===== config.mk =====
export PLATFORM = sky130hd
export DESIGN_NAME = ofdm_zero_pad_stream
export DESIGN_NICKNAME = d
export VERILOG_FILES = /design/src/rtl/ofdm_pkg.sv /design/src/rtl/ofdm_out_reg.sv /design/src/rtl/ofdm_zero_pad_stream.sv
export SDC_FILE = /design/constraint.sdc
export NUM_CORES = 1
export LEC_CHECK = 0
export ABC_AREA = 1
export CORE_MARGIN = 10
export CORE_UTILIZATION = 45
export DETAILED_ROUTE_END_ITERATION = 6
export PLACE_DENSITY = 0.85
export SLEW_MARGIN = 20
export SYNTH_ARGS = -nofsm -noshare
export SYNTH_HDL_FRONTEND = slang
export SYNTH_SLANG_ARGS = --single-unit

===== constraint.sdc =====
create_clock -name clk -period 3.5 [get_ports clk]
set_input_delay 0.7 -clock clk [delete_from_list [all_inputs] [get_ports clk]]
set_output_delay 0.7 -clock clk [all_outputs]
set_load 0.05 [all_outputs]

===== src/rtl/ofdm_pkg.sv =====
// Shared state type, default sizes and frame-length helpers for the OFDM zero-pad stream.
package ofdm_pkg;

  typedef enum logic [1:0] {
    IDLE = 2'd0,
    PRE  = 2'd1,
    DATA = 2'd2,
    POST = 2'd3
  } zp_state_t;

  localparam int OFDM_N_DATA   = 64;
  localparam int OFDM_PAD      = 32;
  localparam int OFDM_SAMPLE_W = 16;

  // Samples per IFFT frame; the DC null adds one zero between the data halves.
  function automatic int zp_frame_len(input int n_data, input int pad_lo,
                                      input int pad_hi, input bit dc_null);
    return pad_lo + n_data + pad_hi + (dc_null ? 1 : 0);
  endfunction

  // Index counter width for a counter running 0..count-1 (at least one bit).
  function automatic int zp_idx_width(input int count);
    return (count <= 2) ? 1 : $clog2(count);
  endfunction

endpackage


===== src/rtl/ofdm_out_reg.sv =====
// Single-entry valid/ready output register carrying an I/Q sample plus frame markers.
module ofdm_out_reg #(
  parameter int DATA_W = 16
) (
  input  logic              clk,
  input  logic              rst,
  input  logic              load_valid,
  input  logic [DATA_W-1:0] load_i,
  input  logic [DATA_W-1:0] load_q,
  input  logic              load_first,
  input  logic              load_last,
  output logic              slot_free,
  input  logic              out_ready,
  output logic              out_valid,
  output logic [DATA_W-1:0] out_i,
  output logic [DATA_W-1:0] out_q,
  output logic              out_first,
  output logic              out_last
);

  logic              valid_q, valid_d;
  logic [DATA_W-1:0] i_q, i_d;
  logic [DATA_W-1:0] q_q, q_d;
  logic              first_q, first_d;
  logic              last_q, last_d;

  always_comb begin
    slot_free = !valid_q || out_ready;
    valid_d   = valid_q;
    i_d       = i_q;
    q_d       = q_q;
    first_d   = first_q;
    last_d    = last_q;
    // A stalled beat keeps every field frozen until the consumer takes it.
    if (slot_free) begin
      valid_d = load_valid;
      i_d     = load_i;
      q_d     = load_q;
      first_d = load_first;
      last_d  = load_last;
    end
  end

  always_ff @(posedge clk) begin
    if (rst) begin
      valid_q <= 1'b0;
      i_q     <= '0;
      q_q     <= '0;
      first_q <= 1'b0;
      last_q  <= 1'b0;
    end else begin
      valid_q <= valid_d;
      i_q     <= i_d;
      q_q     <= q_d;
      first_q <= first_d;
      last_q  <= last_d;
    end
  end

  assign out_valid = valid_q;
  assign out_i     = i_q;
  assign out_q     = q_q;
  assign out_first = first_q;
  assign out_last  = last_q;

endmodule


===== src/rtl/ofdm_zero_pad_stream.sv =====
// Back-pressured zero-padding inserter: PAD_LO zeros, N_DATA samples, PAD_HI zeros per frame.
// Define ZP_DC_NULL_EN to insert one zero (DC null) between the two data halves.
module ofdm_zero_pad_stream
  import ofdm_pkg::*;
#(
  parameter int DATA_W = OFDM_SAMPLE_W,
  parameter int N_DATA = OFDM_N_DATA,
  parameter int PAD_LO = OFDM_PAD,
  parameter int PAD_HI = OFDM_PAD
) (
  input  logic              clk,
  input  logic              rst,
  input  logic              in_valid,
  output logic              in_ready,
  input  logic [DATA_W-1:0] in_i,
  input  logic [DATA_W-1:0] in_q,
  output logic              out_valid,
  input  logic              out_ready,
  output logic [DATA_W-1:0] out_i,
  output logic [DATA_W-1:0] out_q,
  output logic              out_first,
  output logic              out_last,
  output logic              busy
);

  localparam int PAD_MAX = (PAD_LO > PAD_HI) ? PAD_LO : PAD_HI;
  localparam int DIDX_W  = zp_idx_width(N_DATA);
  localparam int PIDX_W  = zp_idx_width(PAD_MAX);

  localparam logic [DIDX_W-1:0] DATA_LAST = DIDX_W'(N_DATA - 1);
  localparam logic [PIDX_W-1:0] PRE_LAST  = PIDX_W'(PAD_LO - 1);
  localparam logic [PIDX_W-1:0] POST_LAST = PIDX_W'(PAD_HI - 1);
  localparam zp_state_t AFTER_IDLE = (PAD_LO == 0) ? DATA : PRE;
  localparam zp_state_t AFTER_DATA = (PAD_HI == 0) ? IDLE : POST;

  zp_state_t         state_q, state_d;
  logic [DIDX_W-1:0] data_idx_q, data_idx_d;
  logic [PIDX_W-1:0] pad_idx_q, pad_idx_d;
`ifdef ZP_DC_NULL_EN
  localparam logic [DIDX_W-1:0] HALF_LAST = DIDX_W'(N_DATA / 2 - 1);
  logic              dc_q, dc_d;
`endif

  logic              slot_free;
  logic              ld_valid;
  logic [DATA_W-1:0] ld_i;
  logic [DATA_W-1:0] ld_q;
  logic              ld_first;
  logic              ld_last;

  always_comb begin
    state_d    = state_q;
    data_idx_d = data_idx_q;
    pad_idx_d  = pad_idx_q;
`ifdef ZP_DC_NULL_EN
    dc_d       = dc_q;
`endif
    in_ready   = 1'b0;
    ld_valid   = 1'b0;
    ld_i       = '0;
    ld_q       = '0;
    ld_first   = 1'b0;
    ld_last    = 1'b0;

    case (state_q)
      // The waiting sample is only observed here; it is consumed in DATA.
      IDLE: begin
        if (in_valid) begin
          state_d = AFTER_IDLE;
        end
      end

      PRE: begin
        if (slot_free) begin
          ld_valid = 1'b1;
          ld_first = (pad_idx_q == '0);
          if (pad_idx_q == PRE_LAST) begin
            pad_idx_d = '0;
            state_d   = DATA;
          end else begin
            pad_idx_d = pad_idx_q + 1'b1;
          end
        end
      end

      DATA: begin
`ifdef ZP_DC_NULL_EN
        if (dc_q) begin
          if (slot_free) begin
            ld_valid = 1'b1;
            dc_d     = 1'b0;
          end
        end else begin
`else
        begin
`endif
          in_ready = slot_free;
          // No input with a free slot leaves a bubble; zeros never stand in for data.
          if (in_valid && slot_free) begin
            ld_valid = 1'b1;
            ld_i     = in_i;
            ld_q     = in_q;
            ld_first = (PAD_LO == 0) && (data_idx_q == '0);
            if (data_idx_q == DATA_LAST) begin
              ld_last    = (PAD_HI == 0);
              data_idx_d = '0;
              state_d    = AFTER_DATA;
            end else begin
              data_idx_d = data_idx_q + 1'b1;
`ifdef ZP_DC_NULL_EN
              if (data_idx_q == HALF_LAST) begin
                dc_d = 1'b1;
              end
`endif
            end
          end
        end
      end

      POST: begin
        if (slot_free) begin
          ld_valid = 1'b1;
          if (pad_idx_q == POST_LAST) begin
            ld_last   = 1'b1;
            pad_idx_d = '0;
            state_d   = IDLE;
          end else begin
            pad_idx_d = pad_idx_q + 1'b1;
          end
        end
      end

      default: state_d = IDLE;
    endcase
  end

  always_ff @(posedge clk) begin
    if (rst) begin
      state_q    <= IDLE;
      data_idx_q <= '0;
      pad_idx_q  <= '0;
`ifdef ZP_DC_NULL_EN
      dc_q       <= 1'b0;
`endif
    end else begin
      state_q    <= state_d;
      data_idx_q <= data_idx_d;
      pad_idx_q  <= pad_idx_d;
`ifdef ZP_DC_NULL_EN
      dc_q       <= dc_d;
`endif
    end
  end

  assign busy = (state_q != IDLE);

  ofdm_out_reg #(
    .DATA_W(DATA_W)
  ) u_out_reg (
    .clk       (clk),
    .rst       (rst),
    .load_valid(ld_valid),
    .load_i    (ld_i),
    .load_q    (ld_q),
    .load_first(ld_first),
    .load_last (ld_last),
    .slot_free (slot_free),
    .out_ready (out_ready),
    .out_valid (out_valid),
    .out_i     (out_i),
    .out_q     (out_q),
    .out_first (out_first),
    .out_last  (out_last)
  );

endmodule


# == Word level (Yosys, flattened, before mapping) ==
# Index checks and enable logic that the tools add are counted.
# totals
register_bits,48
inputBits,36
output_inout_bits,37
wordCells,52
# op_classes
n_addsub,2
eq_ne,12
n_mux,20
reduce_logical,10
# op_table
op,count
16-bit two-way mux,4
2-bit two-way mux,7
"2-bit inequality test, second input constant",7
2-bit case mux with 4 select lines,1
7-bit AND reduction,1
"6-bit by 1-bit adder with 6-bit output, second input constant",1
"6-bit equality test, second input constant",1
6-bit two-way mux,1
"5-bit by 1-bit adder with 5-bit output, second input constant",1
"5-bit equality test, second input constant",1
5-bit zero test,1
1-bit two-way mux,5
5-bit two-way mux,1
"2-bit equality test, second input constant",2
2-bit AND reduction,2
"2-bit by 1-bit equality test with 1-bit output, second input constant",1
2-bit zero test,1
1-bit case mux with 2 select lines,1
2-bit nonzero test,1
2-bit OR reduction,1
1-bit logical AND,1
1-bit zero test,1
1-bit logical OR,1

# == Logic depth before layout (Yosys ltp) ==
# Gate-level depths: netlist of run 1.
# logic_depth
depth_word,5
depth_mapped,9
depth_no_buf,9

# == Modules after synthesis ==
# Synthesis of run 1 repeated with hierarchy kept, for this count alone.
# hier_totals
hier_cells,410
hier_area_um2,2691.3
# modules_own_cells
module,n_inst,cells_each,area_each_um2,seq_area_each_um2
ofdm_out_reg,1,225,1641.6,700.7
ofdm_zero_pad_stream,1,185,1049.8,260.2

# == Worst setup path after synthesis of run 1 ==
# No wires, ideal clock.
# synth_timing
path_type,input to output
from,in out_ready
to,out in_ready
t_arrival_ns,1.551
required_time_ns,2.800
setup_slack_ns,1.249
stages,3
n_path_buf,1
cell_sequence,nor2_4 > buf_2 > nor2_1
# synth_between
elab_chain_len,2
# synth_lines
element,line_no,rtl
start: declaration,ofdm_zero_pad_stream.sv:18,"input logic out_ready,"
1-bit logical OR,ofdm_out_reg.sv:28,slot_free = !valid_q || out_ready;
1-bit two-way mux,ofdm_zero_pad_stream.sv:65,case (state_q)
end: declaration,ofdm_zero_pad_stream.sv:14,"output logic in_ready,"
# Every way passes these cells.

# == Final worst setup path of run 1 ==
# Same ends and word-level chain as after synthesis.

==> key figures, run 1 <==
Global routing
  – Vias in the first global route: 1816
  – Maximum number of pins on one net before global-route repair: 37
  – First-pass GRT wire length: 8.197 mm
  – Global route total overflow: 0
  – Number of antenna violations at the first check in global routing: 0
  – GRT Overall Usage: 0.1329

Clocking
  – # H-tree levels: 2
  – Clock root cell: clkbuf_8
  – Clock tree buffer depth: 2
  – TritonCTS clock tree: built
  – CTS resizes: 0
  – TritonCTS buffer count: 5
  – Worst-Skew Late Latency: 0.30 ns
  – Clock slew at reported path FFs: 0.09 ns
  – Count of clock tree sinks: 48
  – Post-CTS Setup Bufs: 0
  – Hold buffers post-CTS: 0

Logic synthesis
  – Netlist cell types: 21
  – Post-synth top area cell: dfxtp_1
  – Post-Syn Nets: 306
  – Sequential share of the synthesized area: 0.4833
  – Netlist Area Pre-Place: 1988 sq um
  – #FFs+latches synth: 48
  – Dominant cells by area after synthesis: dfxtp_1 48%, nand2_1 16%, a21oi_1 11%, ha_1 5.7%, inv_1 3.8%
  – Mean area per synthesized cell: 7.617 sq um
  – Share of the synthesized area in the top cell type: 0.4833
  – Post-synthesis cell count: 261
  – Count of synthesis-stage warnings from yosys: 0

Critical path
  – Critical path peak fanout: 2
  – Element type at the critical path end: output port
  – Critical path data arrival time: 2.19 ns
  – Crit Path Category: input port to output port
  – Kind of launch point of the worst setup path: input port
  – Required time of the critical path: 2.80 ns
  – Startpoint of the worst setup timing path: out_ready
  – Start of the worst register-to-register path: pad_idx_q[0]
  – Worst R2R Path Depth: 9

Die
  – Number of rows in the core area: 24
  – Die footprint: 7477 sq um
  – Overall die width: 86.47 um
  – Die height: 86.47 um
  – Ports placed on the boundary: 73
  – Effective utilization at floorplan: 0.4598
  – Core region area: 4324 sq um

Finish
  – Ratio of cells with drive above 1 in the final layout: 0.04805
  – Final non-filler cell area: 2846 sq um
  – Commonest cells after routing, fill and taps aside: 84 x nand2_1, 72 x clkdlybuf4s50_1, 48 x dfxtp_1, 43 x a21oi_1
  – Layout net count: 377
  – Synthesis-to-layout area growth: 43.17%
  – Antenna cells: 0
  – Most common library cell in the layout ignoring fill and taps: nand2_1

Drt
  – Vias per std cell: 4.805
  – Detail-routed net length per standard cell: 12.81 um
  – Number of remaining DRC errors: 0
  – Detailed router's first-iteration violation count: 53
  – Pre-antenna DRT Iters: 4
  – Routed vias: 1850
  – Overall routed net length: 4.930 mm
  – Post-detailed-route count of antenna-violating nets: 0

STA
  – Max_slew headroom: 0.5292
  – Count of final max-slew check failures: 0
  – Number of hold violations in the final report: 0
  – Max Clock Freq: 0.3456 GHz
  – Final period utilization: 0.8266
  – Final setup skew: 0.006229 ns
  – Setup-failing EPs final: 0
  – RSZ-0062 raised after global routing: no
  – Clock period minus worst slack: 2.893 ns
  – Worst-margin pin slew: 0.7040 ns
  – Setup Total Neg Slack: 0 ns

Run status
  – Outcome: completed

Place
  – Gp weighted congestion: 0.7609
  – Number of buffers added on ports: 72
  – Standard cell area after detailed placement: 2725 sq um
  – Estimated wirelength of the detail-placed design: 3.673 mm

Min path
  – Number of instances on the worst hold path: 2
  – Path category of the worst min-delay check: register to register
  – Startpoint of the tightest hold check path: u_out_reg.out_q[14]

Power and ir drop
  – Sum of internal, switching and leakage power: 1650 uW
  – Peak supply drop: 0.4751 mV
  – Static power due to leakage: 0.001051 uW
  – Cell Pwr Density: 579.6 nW/um^2

Run
  – Max-cap viol count: 0
## synthesized netlist by cell type
library cell	n
nor2_2	1
nand2_4	1
xnor2_1	1
buf_6	3
nor3_1	3
ha_1	9
xor2_1	1
nand4_1	1
nor2_1	20
nand3_4	1
dfxtp_1	48
clkbuf_1	4
buf_2	3
inv_4	1
nand3_1	9
nand2_1	84
inv_2	1
a21oi_1	43
inv_1	20
nor2_4	1
o21ai_0	6
## final cells by class
cell class	instances	area, sq um
clock buffers	6	82.58
fillers	383	1478
clock inverters	2	38.79
flip-flops and latches	48	960.9
repair buffers	74	735.7
multi-input cells	181	878.3
well taps	52	65.06
inverters	22	85.08
## per-layer routing
metal | track usage | up-vias | part of all wire
met5 | 0 | - | 0
met4 | 0.03976 | 0 | 0.015
met3 | 0.06379 | 9 | 0.085
met2 | 0.2181 | 57 | 0.45
met1 | 0.1490 | 819 | 0.45
li1 | - | 965 | -
## cell families (layout without fill, tap and decap cells)
kind of cell / count (synthesis) / after routing / synth area share
AO/OA/AOI/OAI: 49 / 49 / 0.1234
XOR/XNOR: 2 / 2 / 0.008812
adder cells (fa/ha/maj): 9 / 9 / 0.05664
buffers and inverters: 32 / 104 / 0.07488
flip-flops: 48 / 48 / 0.4833
AND/OR/NAND/NOR: 121 / 121 / 0.2530
## power by group
group / internal (uW) / switching, uW
logic: 205 / 382
clock network: 234 / 182
registers: 604 / 42.3
total: 1040 / 607
## worst max-delay path, stage by stage
cell	delay, ns
clkdlybuf4s50_1	0.54
nor2_4	0.06
nor2_1	0.08
clkdlybuf4s50_1	0.81
## through the flow
step | utilization | cells | hold slack, ns | setup slack, ns
floorplan | - | 261 | 0.4627 | 1.249
global placement | 0.6302 | 377 | 0.4505 | 0.6209
detailed placement | 0.6302 | 377 | 0.4550 | 0.5988
CTS | 0.6583 | 385 | 0.4679 | 0.5934
global route | 0.6583 | 385 | 0.4843 | 0.5653
finish | 0.6583 | 385 | 0.4666 | 0.6069
## registers in the layout, summed over array words and instances, names as in the netlist
name and flops:
u_out_reg.out_last 1, u_out_reg.out_i 16, data_idx_q 6, pad_idx_q 5, u_out_reg.out_q 16, u_out_reg.out_first 1
u_out_reg.out_valid 1, state_q 2
## worst paths after layout
kind / to / slack [ns]
max: in_ready / 0.61
min: u_out_reg.out_q[14] / 0.47
min reg2reg: u_out_reg.out_q[14] / 0.47
max reg2reg: state_q[0] / 1.83
Power figures use the tool's default switching activity.
==> run 2, diff against run 1 <==
- CORE_UTILIZATION: 45 -> 44
- PLACE_DENSITY: 0.85 -> 0.83
- clock period: 3.5 -> 2.8 ns (I/O delays scaled with it)
==> run 2 against run 1 <==
  * Sequential power grew 25%
  * Largest cell class unchanged
  * Non-clock buffer count grew 1
  * Cell count increased by 0.26%
==> key figures, run 2 (synthesis results as in run 1) <==
Die
  – Effective utilization at floorplan: 0.4566 (-0.003171)
  – Ports placed on the boundary: 73 (unchanged)
  – Die footprint: 7607 sq um (+1.7%)
  – Die height: 87.22 um (+0.87%)
  – Number of rows in the core area: 24 (unchanged)
  – Overall die width: 87.22 um (+0.87%)
  – Core region area: 4354 sq um (+0.69%)

Power and ir drop
  – Peak supply drop: 0.6353 mV (+34%)
  – Static power due to leakage: 0.001065 uW (+1.3%)
  – Cell Pwr Density: 745.2 nW/um^2 (+29%)

STA
  – Worst-margin pin slew: 0.5352 ns (-0.1689 ns)
  – Worst hold margin: 0.4664 ns (-0.0002510 ns)
  – Final period utilization: 0.8624
  – Number of hold violations in the final report: 0 (unchanged)
  – Setup-failing EPs final: 0 (unchanged)
  – RSZ-0062 raised after global routing: no
  – Setup Total Neg Slack: 0 ns (unchanged)
  – Count of final max-slew check failures: 0 (unchanged)
  – Final setup skew: 0.007262 ns (+0.001032 ns)
  – Max Clock Freq: 0.4142 GHz
  – Clock period minus worst slack: 2.415 ns
  – Max_slew headroom: 0.6421 (+0.1129)

Clocking
  – CTS resizes: 0 (unchanged)
  – Worst-Skew Late Latency: 0.30 ns (about the same)
  – TritonCTS buffer count: 5 (unchanged)
  – Post-CTS Setup Bufs: 0 (unchanged)
  – Clock root cell: clkbuf_8
  – Clock tree buffer depth: 2 (unchanged)
  – Clock slew at reported path FFs: 0.09 ns (about the same)
  – # H-tree levels: 2 (unchanged)
  – TritonCTS clock tree: built
  – Hold buffers post-CTS: 0 (unchanged)
  – Count of clock tree sinks: 48 (unchanged)

Critical path
  – Critical path peak fanout: 4 (+2)
  – Crit Path Category: register to output port
  – Element type at the critical path end: output port
  – Required time of the critical path: 2.24 ns (-0.56 ns)
  – Critical path data arrival time: 1.85 ns (-0.34 ns)
  – Kind of launch point of the worst setup path: register

Drt
  – Vias per std cell: 4.808 (about the same)
  – Pre-antenna DRT Iters: 4 (unchanged)
  – Number of remaining DRC errors: 0 (unchanged)
  – Detail-routed net length per standard cell: 13.50 um (+5.4%)
  – Detailed router's first-iteration violation count: 79 (+49%)
  – Overall routed net length: 5.210 mm (+5.7%)
  – Post-detailed-route count of antenna-violating nets: 0 (unchanged)
  – Routed vias: 1856 (+0.32%)

Global routing
  – Vias in the first global route: 1817 (+0.055%)
  – Number of antenna violations at the first check in global routing: 0 (unchanged)
  – Maximum number of pins on one net before global-route repair: 37 (unchanged)
  – GRT Overall Usage: 0.1337 (+0.0008075)
  – Global route total overflow: 0 (unchanged)
  – First-pass GRT wire length: 8.335 mm (+1.7%)

Place
  – Cell count after placement: 378 (+0.27%)
  – Standard cell area after detailed placement: 2730 sq um (+0.18%)
  – Estimated wirelength of the detail-placed design: 3.876 mm (+5.5%)
  – Number of buffers added on ports: 72 (unchanged)
  – Gp weighted congestion: 0.7726 (+1.5%)

Finish
  – Ratio of cells with drive above 1 in the final layout: 0.05389 (+0.005844)
  – Final non-filler cell area: 2868 sq um (+0.75%)
  – Layout net count: 378 (+0.27%)
  – Antenna cells: 0 (unchanged)
  – Commonest cells after routing, fill and taps aside: 84 x nand2_1, 71 x clkdlybuf4s50_1, 48 x dfxtp_1, 43 x a21oi_1
  – Area used by sequential logic in the layout: 960.9 sq um (unchanged)
  – Utilization after layout: 0.6586 (about the same)
  – Area of the multi-input gates: 878.3 sq um (unchanged)
  – Layout fillers: 375 (-2.1%)
  – Final non-filler cell total: 386 (+0.26%)
  – Most common library cell in the layout ignoring fill and taps: nand2_1
  – Synthesis-to-layout area growth: 44.24%

Run
  – Max-cap viol count: 0 (unchanged)

Min path
  – Path category of the worst min-delay check: register to register

Run status
  – Outcome: completed
==> run 2: per-layer routing <==
layer,up-vias,share of wire,track usage
li1,969,-,-
met1,830,0.44,0.1580
met2,55,0.47,0.2172
met3,2,0.088,0.05431
met4,0,0.0063,0.03913
met5,-,0,0
==> run 2: final timing paths <==
path	startpoint	to	slack, ns	cells after the start
hold reg to reg	u_out_reg.out_q[10]	u_out_reg.out_q[10]	0.47	2
setup reg to reg	pad_idx_q[0]	state_q[0]	1.16	9
setup / recovery	state_q[0]	busy	0.39	4
hold / removal	u_out_reg.out_q[10]	u_out_reg.out_q[10]	0.47	2
==> run 2: where the power goes <==
part	total, uW	switching (uW)	internal (uW)	leakage (uW)
sequential	811	55.3	755	0.000389
combinational	734	479	255	0.000607
clock	592	233	359	0.0000687
==> run 2: per-stage QoR <==
step / setup slack, ns / total power, uW
final: 0.3854 / 2137
after global routing: 0.3080 / 2258
after CTS: 0.3656 / 2162
after detailed placement: 0.7084 / 1565
after global placement: 0.7406 / 1545
after floorplan: 0.7012 / 1346
==> run 2: critical path: stages, from the launching register on <==
cell	delay, ns
dfxtp_1	0.39
inv_1	0.10
ha_1	0.21
inv_1	0.07
clkdlybuf4s50_1	0.80
==> run 2: area by class of cell <==
type / instances / share of cell area
multi-input combinational: 181 / 0.3063
timing repair buffer: 75 / 0.2583
tap: 52 / 0.02269
clock buffer: 5 / 0.02400
clock inverter: 3 / 0.02400
sequential: 48 / 0.3351
inverter: 22 / 0.02967
